--- src/rtl/uart_rx.sv ---
`default_nettype none
// ============================================================================
//  Module      : uart_rx
//  Description : 8N1 serial receiver driven by a 16x oversample tick; centre
//                sampling, start-glitch rejection and framing-error detection.
//  Revision    : 1.0 - initial release
// ============================================================================
module uart_rx #(
    parameter int OVERSAMPLE = 16,
    parameter int DATA_BITS  = 8
) (
    input  logic                 clk,
    input  logic                 rst,
    input  logic                 tick,
    input  logic                 rx,
    output logic [DATA_BITS-1:0] data,
    output logic                 valid,
    output logic                 frame_err,
    output logic                 busy
);

    localparam int c_TW = $clog2(OVERSAMPLE);
    localparam int c_BW = (DATA_BITS > 1) ? $clog2(DATA_BITS) : 1;

    localparam logic [c_TW-1:0] c_T_HALF = c_TW'(OVERSAMPLE / 2 - 1);
    localparam logic [c_TW-1:0] c_T_LAST = c_TW'(OVERSAMPLE - 1);
    localparam logic [c_TW-1:0] c_T_ONE  = c_TW'(1);
    localparam logic [c_BW-1:0] c_B_LAST = c_BW'(DATA_BITS - 1);
    localparam logic [c_BW-1:0] c_B_ONE  = c_BW'(1);

    localparam logic [2:0] c_ST_IDLE  = 3'd0;
    localparam logic [2:0] c_ST_START = 3'd1;
    localparam logic [2:0] c_ST_DATA  = 3'd2;
    localparam logic [2:0] c_ST_STOP  = 3'd3;
    localparam logic [2:0] c_ST_BREAK = 3'd4;

    logic                 r_sync1;
    logic                 r_sync2;
    logic                 w_rx_s;
    logic [2:0]           r_state;
    logic [c_TW-1:0]      r_tcnt;
    logic [c_BW-1:0]      r_bcnt;
    logic [DATA_BITS-1:0] r_shift;
    logic [DATA_BITS-1:0] r_data;
    logic                 r_valid;
    logic                 r_ferr;

    // Line is idle-high, so the synchronizer resets high to avoid a false start.
    always_ff @(posedge clk or posedge rst) begin
        if (rst) begin
            r_sync1 <= 1'b1;
            r_sync2 <= 1'b1;
        end else begin
            r_sync1 <= rx;
            r_sync2 <= r_sync1;
        end
    end

    assign w_rx_s = r_sync2;

    always_ff @(posedge clk or posedge rst) begin
        if (rst) begin
            r_state <= c_ST_IDLE;
            r_tcnt  <= '0;
            r_bcnt  <= '0;
            r_shift <= '0;
            r_data  <= '0;
            r_valid <= 1'b0;
            r_ferr  <= 1'b0;
        end else begin
            r_valid <= 1'b0;
            r_ferr  <= 1'b0;
            if (tick) begin
                case (r_state)
                    c_ST_IDLE: begin
                        if (!w_rx_s) begin
                            r_state <= c_ST_START;
                            r_tcnt  <= '0;
                        end
                    end
                    c_ST_START: begin
                        if (r_tcnt == c_T_HALF) begin
                            if (!w_rx_s) begin
                                r_state <= c_ST_DATA;
                                r_tcnt  <= '0;
                                r_bcnt  <= '0;
                            end else begin
                                r_state <= c_ST_IDLE;
                            end
                        end else begin
                            r_tcnt <= r_tcnt + c_T_ONE;
                        end
                    end
                    c_ST_DATA: begin
                        if (r_tcnt == c_T_LAST) begin
                            r_shift <= {w_rx_s, r_shift[DATA_BITS-1:1]};
                            r_tcnt  <= '0;
                            if (r_bcnt == c_B_LAST) begin
                                r_state <= c_ST_STOP;
                            end else begin
                                r_bcnt <= r_bcnt + c_B_ONE;
                            end
                        end else begin
                            r_tcnt <= r_tcnt + c_T_ONE;
                        end
                    end
                    c_ST_STOP: begin
                        if (r_tcnt == c_T_LAST) begin
                            r_tcnt <= '0;
                            if (w_rx_s) begin
                                r_data  <= r_shift;
                                r_valid <= 1'b1;
                                r_state <= c_ST_IDLE;
                            end else begin
                                r_ferr  <= 1'b1;
                                r_state <= c_ST_BREAK;
                            end
                        end else begin
                            r_tcnt <= r_tcnt + c_T_ONE;
                        end
                    end
                    // Wait for the line to recover so a held-low line cannot retrigger.
                    c_ST_BREAK: begin
                        if (w_rx_s) begin
                            r_state <= c_ST_IDLE;
                        end
                    end
                    default: begin
                        r_state <= c_ST_IDLE;
                    end
                endcase
            end
        end
    end

    assign data      = r_data;
    assign valid     = r_valid;
    assign frame_err = r_ferr;
    assign busy      = (r_state != c_ST_IDLE);

endmodule
`default_nettype wire

--- config.mk ---
export PLATFORM = sky130hd
export DESIGN_NAME = uart_rx
export DESIGN_NICKNAME = d
export VERILOG_FILES = /design/src/rtl/uart_rx.sv
export SDC_FILE = /design/constraint.sdc
export NUM_CORES = 1
export LEC_CHECK = 0
export ABC_AREA = 1
export CAP_MARGIN = 20
export CORE_ASPECT_RATIO = 0.6
export CORE_UTILIZATION = 35
export DETAILED_ROUTE_END_ITERATION = 10
export GPL_ROUTABILITY_DRIVEN = 0
export SKIP_CTS_REPAIR_TIMING = 1
export SLEW_MARGIN = 20
export SYNTH_ARGS = -nofsm -noshare
export SYNTH_HDL_FRONTEND = slang
export SYNTH_SLANG_ARGS = --single-unit
--- constraint.sdc ---
create_clock -name clk -period 1.7 [get_ports clk]
set_input_delay 0.17 -clock clk [delete_from_list [all_inputs] [get_ports clk]]
set_output_delay 0.17 -clock clk [all_outputs]
set_load 0.05 [all_outputs]
==> results.txt, run 1 <==
----------------------------------------------------
[Outcome]
  Status ... completed

[Global route]
  Met1 track demand over resource in global routing ... about a quarter
  Congestion Overflow GR ... 0
  GRT Overall Usage ... between 10 and 15%
  GRT met3 Usage ... 5.148%
  Largest net degree at the start of global routing ... 31
  Global routing met2 resource utilization ... between 10% and 20%
  Antenna violations before repair ... 0
  Layer with the highest usage ... met1
  Via count of the first global-routing pass ... approximately 960
  First-pass GRT wire length ... between 4000 and 5000 um

[Worst setup path]
  Largest fanout on the critical path ... 2
  Critical path, cell by cell ... clkdlybuf4s50_1
  Critical path endpoint category ... primary output
  Kind of cell with the highest combined delay on the critical path ... buffers and inverters
  Endpoint arrival time on the critical path ... 1.47 ns
  Crit Path Category ... flop to primary output
  Largest stage delay, worst path ... a little over 0.8 ns
  Cell depth of the worst flop-to-flop path ... 8
  Depth of the critical timing path with buffers and inverters included ... 1
  Type of element launching the critical path ... flop
  Crit path buffers/inverters ... 1
  Data required, critical path ... 1.53 ns
  Worst path slowest cell ... sky130_fd_sc_hd__clkdlybuf4s50_1

[Die]
  Floorplan die area ... between 4000 and 5000 sq um
  Horizontal extent of the die ... between 80 and 90 um
  Row Count ... 18
  Die Y-Extent ... roughly 53 um
  Count of boundary I/O pins ... 15
  Starting utilization of the core area ... around 37%
  Placeable core area ... around 4200 sq um

[Power and ir drop]
  Total internal power ... 1.384 mW
  Max VDD drop ... roughly 0.48 mV
  Sequential Power Share ... between 40% and 50%
  Clk pwr share ... between 20% and 30%
  Sw frac ... roughly two fifths
  Net switching power ... roughly 0.86 mW
  Cell Pwr Density ... 1226 nW/um^2
  Relative contribution of combinational cells to total power ... roughly 32%
  LEAKAGE ... 0.8933 nW
  Power after layout ... ~2.2 mW

[Synth]
  Post-synth top cells ... 52 x sky130_fd_sc_hd__nand2_1, 28 x sky130_fd_sc_hd__dfrtp_1, 21 x sky130_fd_sc_hd__inv_1
  Top-area cell type share of the netlist area ... a little under half
  Post-synth design cell area ... roughly 1500 sq um
  Top cell type by total area after synthesis ... sky130_fd_sc_hd__dfrtp_1
  Avg Inst Size Synth ... 8.667 sq um
  Nets in the synthesized netlist ... ~190
  YS warnings ... 0
  Most frequent cell after synthesis ... sky130_fd_sc_hd__nand2_1
  Async set-or-reset flop fraction in the synthesized netlist ... 100.0%
  Netlist cell types ... 23
  Synth Flop Type ... sky130_fd_sc_hd__dfrtp_1
  Number of standard cells after synthesis ... about 180
  Count of flip-flops with a built-in enable after synthesis ... 0
  Flop and latch count out of synthesis ... 30
  Sequential area share after synthesis ... between 40% and 50%
  Leading post-synthesis cells by cell area ... sky130_fd_sc_hd__dfrtp_1 45%, sky130_fd_sc_hd__nand2_1 13%, sky130_fd_sc_hd__o21ai_2 7.9%

[Detailed routing]
  Remaining antenna violation count after routing ... 0
  First-iteration detailed-routing DRC count ... around 120
  Number of iterations in the first detailed-routing pass ... 4
  Avg Vias per Cell ... 4.547
  Average wire per standard cell ... approximately 11 um
  Count of vias placed by the detailed router ... 1173
  Post-detailed-route DRC marker count ... 0
  Total wirelength of the detailed-routed design ... around 3000 um

[Timing]
  Fraction of the cycle the final worst path needs ... between 90% and 100%
  Slew at the pin with the worst max-slew slack ... around 0.49 ns
  Unrepaired setup endpoints after global routing ... no
  Setup clock skew after layout ... ~0.004 ns
  Max Clk Rate ... around 610 MHz
  Fin. Hold Viols ... 0
  Headroom to the max-slew limit ... 66.95%
  Final Max Tran Viols ... 0
  Shortest clock period the worst path allows after layout ... 1.636 ns
  Number of failing setup endpoints in the final timing report ... 0
  Setup Total Neg Slack ... 0 ns

[Placement]
  Post-DP HPWL ... about 2100 um
  Number of input and output port buffers inserted ... 14

[CTS]
  Maximum level of the CTS H-tree ... 2
  Post-CTS clock slew at the launch and capture registers of the worst setup and hold paths ... 0.07 ns
  TritonCTS clock tree ... yes
  Number of buffers created by CTS ... 5
  Clock net sink count ... 30
  Insertion delay of the later-clocked pin in the worst-skew pair ... approximately 0.28 ns
  Buffer type at the clock tree root ... sky130_fd_sc_hd__clkbuf_8
  Maximum buffer depth of the clock tree ... 2

[Layout]
  Fill count ... 400
  Share of cells above drive strength 1 ... between 10% and 20%
  Antenna fix cells ... 0
  Final core area utilization ... about 44%
  Net total in the final layout ... 204
  Area grow syn2layout ... 18.82%

[Worst hold path]
  Type of the most critical hold path ... primary input to asynchronous set/reset pin

[Job]
  Maximum capacitance violations ... 0

----------------------------------------------------
## stage by stage
stage / hold WS, ns / cell area [sq um] / instances / worst slack [ns]
CTS: 0.2793 / 1833 / 258 / 0.05493
global placement: 0.3473 / 1742 / 250 / 0.2003
floorplan: 0.1745 / 1543 / 178 / 0.3358
global route: 0.2961 / 1833 / 258 / 0.01785
finish: 0.2593 / 1833 / 258 / 0.06355
detailed placement: 0.3516 / 1742 / 250 / 0.2110
## worst reg2reg max path: cells and delay by family, from the launching register on
kind,cells,cell delay (ns)
AND/OR/NAND/NOR,7,0.74
flip-flops,1,0.38
adder cells (fa/ha/maj),1,0.27
## layout make-up
type                            instances  area [sq um]  share of cell area, %
Clock buffer                            7         86.33                  4.710
Multi-Input combinational cell        123         671.9                  36.66
Inverter                               21         78.83                  4.300
Tap cell                               60         75.07                  4.096
Sequential cell                        30         753.2                  41.09
Timing Repair Buffer                   16         162.7                  8.874
Clock inverter                          1         5.005                 0.2730
## cells by family (layout without fill, tap and decap cells)
family / after synthesis / after routing / synth area share [%]
compound gates: 21 / 21 / 10.62
flops: 30 / 30 / 48.82
buf+inv: 25 / 45 / 7.624
xor+xnor: 1 / 1 / 0.5678
fa+ha+maj: 3 / 3 / 2.433
simple gates: 98 / 98 / 29.93
## layout by cell type, fill, tap and decap left out
master,instances
sky130_fd_sc_hd__a21oi_1,1
sky130_fd_sc_hd__a31o_2,1
sky130_fd_sc_hd__buf_12,1
sky130_fd_sc_hd__buf_4,3
sky130_fd_sc_hd__clkbuf_1,1
sky130_fd_sc_hd__clkbuf_8,6
sky130_fd_sc_hd__clkdlybuf4s50_1,12
sky130_fd_sc_hd__clkinv_2,1
sky130_fd_sc_hd__dfrtp_1,28
sky130_fd_sc_hd__dfstp_2,2
sky130_fd_sc_hd__ha_1,3
sky130_fd_sc_hd__inv_1,21
sky130_fd_sc_hd__nand2_1,52
sky130_fd_sc_hd__nand2_2,3
sky130_fd_sc_hd__nand2_4,1
sky130_fd_sc_hd__nand3_1,14
sky130_fd_sc_hd__nand3_2,1
sky130_fd_sc_hd__nand3_4,2
sky130_fd_sc_hd__nand4_1,3
sky130_fd_sc_hd__nor2_1,18
sky130_fd_sc_hd__nor2_2,2
sky130_fd_sc_hd__nor2_4,2
sky130_fd_sc_hd__o211ai_1,1
sky130_fd_sc_hd__o21ai_0,3
sky130_fd_sc_hd__o21ai_1,1
sky130_fd_sc_hd__o21ai_2,14
sky130_fd_sc_hd__xor2_1,1
## final timing paths
path                             endpoint  slack [ns]      start
worst min-delay path            frame_err        0.26        rst
worst min register to register    r_sync2        0.36    r_sync1
max in group asynchronous         r_sync2        1.11        rst
worst max-delay path              data[6]        0.06    data[6]
worst max register to register  r_bcnt[1]        0.21  r_tcnt[1]
min in group clk                  r_sync1        0.29         rx
## state kept, by name, indices dropped and copies added (netlist names)
signal     cells
r_sync2        1
r_tcnt         4
valid          1
r_bcnt         3
frame_err      1
r_shift        8
data           8
r_state        3
r_sync1        1
## per-layer routing
| metal | vias up | part of all wire (%) |
|---|---|---|
| met1 | 530 | 54 |
| met4 | 0 | 1.8 |
| met2 | 35 | 35 |
| li1 | 601 | - |
| met5 | - | 0 |
| met3 | 7 | 8.6 |
## power by group through the flow
stage | clock network, mW | registers (mW) | logic, mW
6_report | 0.600 | 0.923 | 0.724
3_3_place_gp | 0 | 0.933 | 0.736
2_1_floorplan | 0 | 0.886 | 0.557
4_1_cts | 0.616 | 0.920 | 0.725
5_1_grt | 0.654 | 0.936 | 0.821
3_5_place_dp | 0 | 0.932 | 0.721
No activity file was read; power rests on OpenSTA's default activity.
==> run 2: changes to the inputs <==
--- a/config.mk
+++ b/config.mk
@@ -8,6 +8,7 @@
 export ABC_AREA = 1
 export CAP_MARGIN = 20
 export CORE_ASPECT_RATIO = 0.6
+export CORE_MARGIN = 5
 export CORE_UTILIZATION = 35
 export DETAILED_ROUTE_END_ITERATION = 10
 export GPL_ROUTABILITY_DRIVEN = 0
==> results.txt, run 2 (synthesized netlist as in run 1, its figures left out) <==
----------------------------------------------------
[Timing]
  Setup clock skew after layout ... 0.002873 ns (-0.001048 ns)
  Final Max Tran Viols ... 0 (unchanged)
  Headroom to the max-slew limit ... 66.64% (-0.30 points)
  Number of failing setup endpoints in the final timing report ... 0 (unchanged)
  Max Clk Rate ... 618.7 MHz (+1.2%)
  Shortest clock period the worst path allows after layout ... 1.616 ns (-0.02013 ns)
  Slew at the pin with the worst max-slew slack ... 0.4988 ns (+0.004557 ns)
  Unrepaired setup endpoints after global routing ... no
  Fraction of the cycle the final worst path needs ... 95.08% (-1.2 points)
  Setup Total Neg Slack ... 0 ns (unchanged)
  Post-route worst hold slack ... 0.1963 ns (-0.06297 ns)
  Fin. Hold Viols ... 0 (unchanged)

[CTS]
  Maximum level of the CTS H-tree ... 2 (unchanged)
  Buffer type at the clock tree root ... sky130_fd_sc_hd__clkbuf_8
  Clock net sink count ... 30 (unchanged)
  Post-CTS clock slew at the launch and capture registers of the worst setup and hold paths ... 0.06 ns (about the same)
  TritonCTS clock tree ... yes
  Number of buffers created by CTS ... 5 (unchanged)
  Maximum buffer depth of the clock tree ... 2 (unchanged)
  Insertion delay of the later-clocked pin in the worst-skew pair ... 0.27 ns (about the same)

[Detailed routing]
  First-iteration detailed-routing DRC count ... 62 (-50%)
  Number of iterations in the first detailed-routing pass ... 4 (unchanged)
  Total wirelength of the detailed-routed design ... 2973 um (+1.3%)
  Remaining antenna violation count after routing ... 0 (unchanged)
  Average wire per standard cell ... 11.52 um (+1.3%)
  Post-detailed-route DRC marker count ... 0 (unchanged)
  Avg Vias per Cell ... 4.500 (-1.0%)
  Count of vias placed by the detailed router ... 1161 (-1.0%)

[Layout]
  Combined area of the multi-input logic cells ... 674.4 sq um (+0.37%)
  Share of cells above drive strength 1 ... 19.19% (-0.51 points)
  Antenna fix cells ... 0 (unchanged)
  Fill count ... 434 (+8.5%)
  Most frequent cells in the layout ... 52 x sky130_fd_sc_hd__nand2_1, 28 x sky130_fd_sc_hd__dfrtp_1, 21 x sky130_fd_sc_hd__inv_1, 18 x sky130_fd_sc_hd__nor2_1
  Area grow syn2layout ... 19.06%
  Register cell area after layout ... 753.2 sq um (unchanged)
  Most frequent standard cell in the layout excluding fill and tap cells ... sky130_fd_sc_hd__nand2_1
  Net total in the final layout ... 204 (unchanged)

[Global route]
  Congestion Overflow GR ... 0 (unchanged)
  Via count of the first global-routing pass ... 989 (+2.9%)
  Antenna violations before repair ... 0 (unchanged)
  GRT Overall Usage ... 11.39% (-3.2 points)
  Largest net degree at the start of global routing ... 23 (-26%)
  First-pass GRT wire length ... 5016 um (+4.3%)

[Worst setup path]
  Largest stage delay, worst path ... 0.81 ns (about the same)
  Launch point of the worst reg-to-reg path ... r_bcnt[0]
  Reg2Reg Capture Point ... r_bcnt[1]
  Critical path endpoint category ... primary output
  Crit path buffers/inverters ... 1 (unchanged)
  Crit Path Category ... flop to primary output
  Kind of cell with the highest combined delay on the critical path ... buffers and inverters
  Endpoint arrival time on the critical path ... 1.45 ns (-0.02 ns)
  Worst path slowest cell ... sky130_fd_sc_hd__clkdlybuf4s50_1
  Critical path, cell by cell ... clkdlybuf4s50_1
  Largest fanout on the critical path ... 2 (unchanged)
  Cell depth of the worst flop-to-flop path ... 8 (unchanged)
  Type of element launching the critical path ... flop
  Reg2Reg Setup Slack ... 0.19 ns (-0.02 ns)
  Data required, critical path ... 1.53 ns (about the same)

[Placement]
  Number of input and output port buffers inserted ... 14 (unchanged)
  Post-DP HPWL ... 2255 um (+6.3%)

[Power and ir drop]
  Cell Pwr Density ... 1198 nW/um^2 (-2.3%)
  LEAKAGE ... 0.8868 nW (-0.72%)
  Max VDD drop ... 0.4438 mV (-8.0%)

[Die]
  Count of boundary I/O pins ... 15 (unchanged)
  Die Y-Extent ... 61.43 um (+15%)
  Placeable core area ... 4189 sq um (+0.54%)
  Starting utilization of the core area ... 36.83% (-0.20 points)
  Row Count ... 18 (unchanged)
  Floorplan die area ... 5879 sq um (+25%)
  Horizontal extent of the die ... 95.71 um (+9.1%)

[Job]
  Maximum capacitance violations ... 0 (unchanged)

[Worst hold path]
  Type of the most critical hold path ... primary input to asynchronous set/reset pin

[Outcome]
  Status ... completed

----------------------------------------------------
-- run 2: cell count changes in the layout (fill, tap and decap cells not counted), sizes merged --
cell | before | now
clkinv | 1 | 0
clkbuf | 7 | 8
-- run 2: per-stage QoR --
step | std cells | worst slack (ns) | instance area, sq um | utilization [%] | power (mW)
3_3_place_gp | 250 | 0.2189 | 1754 | 41.88 | 1.672
4_1_cts | 258 | 0.07994 | 1834 | 43.79 | 2.208
5_1_grt | 258 | 0.005030 | 1837 | 43.85 | 2.377
3_5_place_dp | 250 | 0.1924 | 1754 | 41.88 | 1.662
6_report | 258 | 0.08368 | 1837 | 43.85 | 2.201
2_1_floorplan | 178 | 0.3358 | 1543 | - | 1.443
-- run 2: worst max path at each step --
stage | startpoint | end | slack (ns) | cells past startpoint
floorplan | r_tcnt[0] | data[1] | 0.34 | 7
global placement | r_tcnt[0] | r_state[1] | 0.22 | 8
detailed placement | r_tcnt[0] | data[3] | 0.19 | 6
CTS | data[6] | data[6] | 0.08 | 1
global route | r_tcnt[0] | r_bcnt[1] | 0.005 | 8
finish | data[6] | data[6] | 0.08 | 1
-- run 2: power breakdown --
group | total (mW) | leakage (nW) | internal, mW | switching [mW]
sequential | 0.928 | 0.404 | 0.797 | 0.131
clock | 0.535 | 0.0395 | 0.290 | 0.245
combinational | 0.737 | 0.443 | 0.267 | 0.470
total | 2.20 | 0.887 | 1.35 | 0.846
-- run 2: layout make-up --
class	count	share of cell area [%]
well taps	60	4.087
clock buffers	8	4.360
multi-input cells	123	36.72
flip-flops and latches	30	41.01
inverters	21	4.292
repair buffers	16	9.537
-- run 2: routing by layer --
metal | global-route usage, % | wire (um)
met5 | 0 | 0
met4 | 1.822 | 8
met3 | 4.396 | 232
met2 | 12.25 | 1020
met1 | 19.70 | 1713
==> run 3: changes to the inputs <==
--- a/config.mk
+++ b/config.mk
@@ -6,7 +6,7 @@
 export NUM_CORES = 1
 export LEC_CHECK = 0
 export ABC_AREA = 1
-export CAP_MARGIN = 20
+export CAP_MARGIN = 30
 export CORE_ASPECT_RATIO = 0.6
 export CORE_MARGIN = 5
 export CORE_UTILIZATION = 35
==> results of run 3 <==
Same layout as run 2: the final DEF is identical, and so are final timing and power.
